[src/rtl/debounce_pkg.sv]
// Shared constants and helpers for the multi-channel debounce filter.
package debounce_pkg;

    localparam int unsigned DefaultCntW       = 4;
    localparam int unsigned DefaultSyncStages = 2;

    // A threshold of zero behaves like one: flip on the first mismatching sample.
    function automatic logic [31:0] eff_thresh(input logic [31:0] thresh);
        return (thresh == 32'd0) ? 32'd1 : thresh;
    endfunction

endpackage

[src/rtl/debounce_channel.sv]
// One debounce channel: input synchroniser, stability counter and registered
// rise/fall event pulses.
module debounce_channel
    import debounce_pkg::*;
#(
    parameter int unsigned CNT_W       = DefaultCntW,
    parameter int unsigned SYNC_STAGES = DefaultSyncStages,
    parameter logic        RESET_VAL   = 1'b0
) (
    input  logic             clock,
    input  logic             reset,
    input  logic             enable,
    input  logic [CNT_W-1:0] thresh,
    input  logic             sig_in,
    output logic             sig_out,
    output logic             rise,
    output logic             fall
);

    logic             sample;
    logic [CNT_W-1:0] cnt_q, cnt_d;
    logic             out_q, out_d;
    logic             rise_q, rise_d;
    logic             fall_q, fall_d;
    logic [31:0]      thr_eff;
    logic [31:0]      cnt_inc;

    if (SYNC_STAGES > 0) begin : g_sync
        logic [SYNC_STAGES-1:0] sync_q;

        always_ff @(posedge clock) begin
            if (reset) begin
                sync_q <= {SYNC_STAGES{RESET_VAL}};
            end else if (enable) begin
                sync_q[0] <= sig_in;
                for (int i = 1; i < int'(SYNC_STAGES); i++) begin
                    sync_q[i] <= sync_q[i-1];
                end
            end
        end

        assign sample = sync_q[SYNC_STAGES-1];
    end else begin : g_bypass
        assign sample = sig_in;
    end

    assign thr_eff = eff_thresh(32'(thresh));
    assign cnt_inc = 32'(cnt_q) + 32'd1;

    always_comb begin
        cnt_d  = cnt_q;
        out_d  = out_q;
        rise_d = 1'b0;
        fall_d = 1'b0;
        if (enable) begin
            if (sample == out_q) begin
                cnt_d = '0;
            end else if (cnt_inc < thr_eff) begin
                cnt_d = CNT_W'(cnt_inc);
            end else begin
                // Threshold is compared live, so lowering it mid-count flips here.
                out_d  = sample;
                cnt_d  = '0;
                rise_d = sample;
                fall_d = ~sample;
            end
        end
    end

    always_ff @(posedge clock) begin
        if (reset) begin
            cnt_q  <= '0;
            out_q  <= RESET_VAL;
            rise_q <= 1'b0;
            fall_q <= 1'b0;
        end else begin
            cnt_q  <= cnt_d;
            out_q  <= out_d;
            rise_q <= rise_d;
            fall_q <= fall_d;
        end
    end

    assign sig_out = out_q;
    assign rise    = rise_q;
    assign fall    = fall_q;

endmodule

[src/rtl/debounce_filter_multi.sv]
// Multi-channel debounce filter: fans shared controls out to independent
// per-channel filters and gathers their outputs.
module debounce_filter_multi
    import debounce_pkg::*;
#(
    parameter int unsigned CHANNELS    = 4,
    parameter int unsigned CNT_W       = DefaultCntW,
    parameter int unsigned SYNC_STAGES = DefaultSyncStages,
    parameter logic        RESET_VAL   = 1'b0
) (
    input  logic                clock,
    input  logic                reset,
    input  logic                enable,
    input  logic [CNT_W-1:0]    thresh,
    input  logic [CHANNELS-1:0] sig_in,
    output logic [CHANNELS-1:0] sig_out,
    output logic [CHANNELS-1:0] rise,
    output logic [CHANNELS-1:0] fall
);

    for (genvar i = 0; i < int'(CHANNELS); i++) begin : g_chan
        debounce_channel #(
            .CNT_W       (CNT_W),
            .SYNC_STAGES (SYNC_STAGES),
            .RESET_VAL   (RESET_VAL)
        ) u_chan (
            .clock   (clock),
            .reset   (reset),
            .enable  (enable),
            .thresh  (thresh),
            .sig_in  (sig_in[i]),
            .sig_out (sig_out[i]),
            .rise    (rise[i]),
            .fall    (fall[i])
        );
    end

endmodule
[config.mk]
export PLATFORM = sky130hd
export DESIGN_NAME = debounce_filter_multi
export DESIGN_NICKNAME = d
export VERILOG_FILES = /design/src/rtl/debounce_pkg.sv /design/src/rtl/debounce_channel.sv /design/src/rtl/debounce_filter_multi.sv
export SDC_FILE = /design/constraint.sdc
export NUM_CORES = 1
export LEC_CHECK = 0
export ABC_AREA = 1
export CORE_UTILIZATION = 35
export DETAILED_ROUTE_END_ITERATION = 7
export MAX_ROUTING_LAYER = met4
export PLACE_DENSITY = 0.61
export SYNTH_ARGS = -nofsm -noshare
export SYNTH_HDL_FRONTEND = slang
export SYNTH_SLANG_ARGS = --single-unit
[constraint.sdc]
create_clock -name clock -period 4 [get_ports clock]
set_clock_uncertainty 0.05 [all_clocks]
set_input_delay 0.6 -clock clock [delete_from_list [all_inputs] [get_ports clock]]
set_output_delay 0.6 -clock clock [all_outputs]
set_load 0.02 [all_outputs]
==> metrics <==
Slowest cell on crit path clkdlybuf4s50_1; final period utilization approximately 51%; FF-to-FF End g_chan[0].u_chan.sig_out; PD cells 297 nW/um^2; antenna violations before repair 0; Seq/Total Area, Yosys 34.7%; total track usage between 10 and 15%; initial DRC count 55; Setup crit end kind flop; CTS tree built; worst slew pin tran just over 500 ps; layout cells sized above 1 14.8%; minimum clock period approximately 2000 ps; post-synth cell types 26; vias in the first global route 1,552; fin area about 2300 um^2; DRT Pass-1 Iters 4; Area Overhead vs Synth 12.8%; detailed-route via count around 1,700; Clock Tree Buf Depth 2; Hold Path Class reg -> reg; hold_buf cts 0; cell depth of the worst flop-to-flop path 11; Fin Setup TNS 0 ps; Data arrival, critical path between 2000 and 2500 ps; Final ANT Viol Nets 0; post-DR wirelength/cell ~11 um; first-pass GRT wire length 6740 um; Worst-Skew Late Latency 280 ps; crit path kind in -> reg; final hold slack 406 ps; unrepaired setup endpoints after global routing false; Worst-path clk slew 70 ps; Netlist Area Pre-Place around 2100 um^2; # diodes 0; post-layout net count about 310; Crit Path Max Fanout 19; fmax around 500 MHz; Post-Syn Instances 280; hold path endpoint g_chan[1].u_chan.fall; clk sinks 36; Die Wd between 70 and 80 um; peak supply drop ~0.21 mV; crit path launch type input port; largest net degree at the start of global routing 31; syn_area_per_cell 7.43 um^2; Final Slew Violations 0; TritonCTS Buffers 5; Detail Placement HPWL ~2900 um; DP Area between 2000 and 2500 um^2; I/O Pins 23; postcts setup bufs 0; Congestion Overflow GR 0; cts repair resizes 0; DR DRC count 0; Via density ~4.7; Die Ht about 79 um; Max-Cap Viols 0; H-tree Lvls 2; status completed; synthesized flop and latch total 36; Slew headroom 66.3%; Syn. warnings 0; CTS root buffer clkbuf_8; Fin. Hold Viols 0; final setup fails 0; PortBufs 22; hold path startpoint g_chan[1].u_chan.g_sync.sync_q[1]; critical path's largest stage delay 460 ps; core area 5610 um^2; routability cong. between 0.7 and 0.8; die area approximately 6300 um^2; final WL a little under 4000 um; commonest non-fill, non-tap cell in the layout nand2_1; Initial Util 37.1%; Syn Nets just over 300; critical path required time just over 4000 ps; WHS Path Cells 1; std cell rows 27; most frequent cells in the layout 47 x nand2_1, 36 x dfxtp_1, 32 x inv_1, 22 x clkdlybuf4s50_1, 20 x a21oi_1; Leak 0.000967 uW; critical path, cell by cell clkdlybuf4s50_1, buf_4, clkinv_1, nand4_1, nand2_1; worst reg2reg setup slack around 2200 ps; RR Startpoint g_chan[0].u_chan.cnt_q[2]
where the power goes:
part,switching [uW],internal [uW],total [uW]
Clock,120,118,238
Sequential,7.92,367,375
Combinational,50.0,32.5,82.5
Total,178,518,696
worst max-delay path by stage:
| stage | startpoint | to | slack [ps] | cells past startpoint |
|---|---|---|---|---|
| after global placement | reset | g_chan[0].u_chan.sig_out | 1690 | 5 |
| after detailed placement | reset | g_chan[2].u_chan.sig_out | 1670 | 5 |
| after CTS | reset | g_chan[0].u_chan.sig_out | 1960 | 5 |
| final | reset | g_chan[0].u_chan.sig_out | 1980 | 5 |
| after floorplan | thresh[3] | g_chan[1].u_chan.sig_out | 2400 | 8 |
| after global routing | reset | g_chan[0].u_chan.sig_out | 1820 | 5 |
sequential cells by signal, summed over array words and instances, names as in the netlist:
name                         cells
g_chan.u_chan.sig_out            4
g_chan.u_chan.g_sync.sync_q      8
g_chan.u_chan.rise               4
g_chan.u_chan.cnt_q             16
g_chan.u_chan.fall               4
critical path: cells and delay by family:
family	cells	cell delay [ps]
buffers and inverters	3	1160
and+or+nand+nor	2	380
final cells by class:
class | instances | area, um^2
Timing Repair Buffer | 23 | 228
Multi-Input combinational cell | 186 | 1080
Tap cell | 72 | 90.1
Inverter | 39 | 146
Fill cell | 603 | 3260
Sequential cell | 36 | 721
Clock buffer | 6 | 72.6
Clock inverter | 1 | 5.00
Yosys cell counts (all sizes together):
master,count,area share [%]
nor3,3,1.4
dfxtp,36,35
nand3,19,5.1
o21bai,6,2.2
xnor2,6,2.5
clkinv,1,0.18
nand2,58,12
xor2,1,0.42
inv,38,6.9
and2,3,1.3
clkbuf,1,0.18
ha,12,7.2
nand3b,2,0.72
nand4,12,3.6
buf,18,6.0
nor2,30,7.2
o21ai,14,3.4
a21oi,20,4.8
metrics by stage:
stage	setup slack, ps	cells	total power [uW]	utilization, %
after floorplan	2400	280	443	-
after global placement	1690	356	466	40.5
after detailed placement	1670	356	467	40.5
after CTS	1960	363	704	41.8
after global routing	1820	363	732	41.8
final	1980	363	696	41.8
routing by layer:
layer	wire length (um)	up-vias	global-route usage [%]
li1	-	913	-
met1	1950	756	17.9
met2	1680	28	21.5
met3	165	7	3.10
met4	47	0	4.91
met5	0	-	-
logic make-up after synthesis:
logic type	after synthesis	synth area share (%)
AOI/OAI and AO/OA	40	10.3
adders and majority gates	12	7.22
and+or+nand+nor	127	31.6
xor gates and xnor gates	7	2.95
buffers and inverters	58	13.2
DFF	36	34.7
Power figures use the tool's default switching activity.
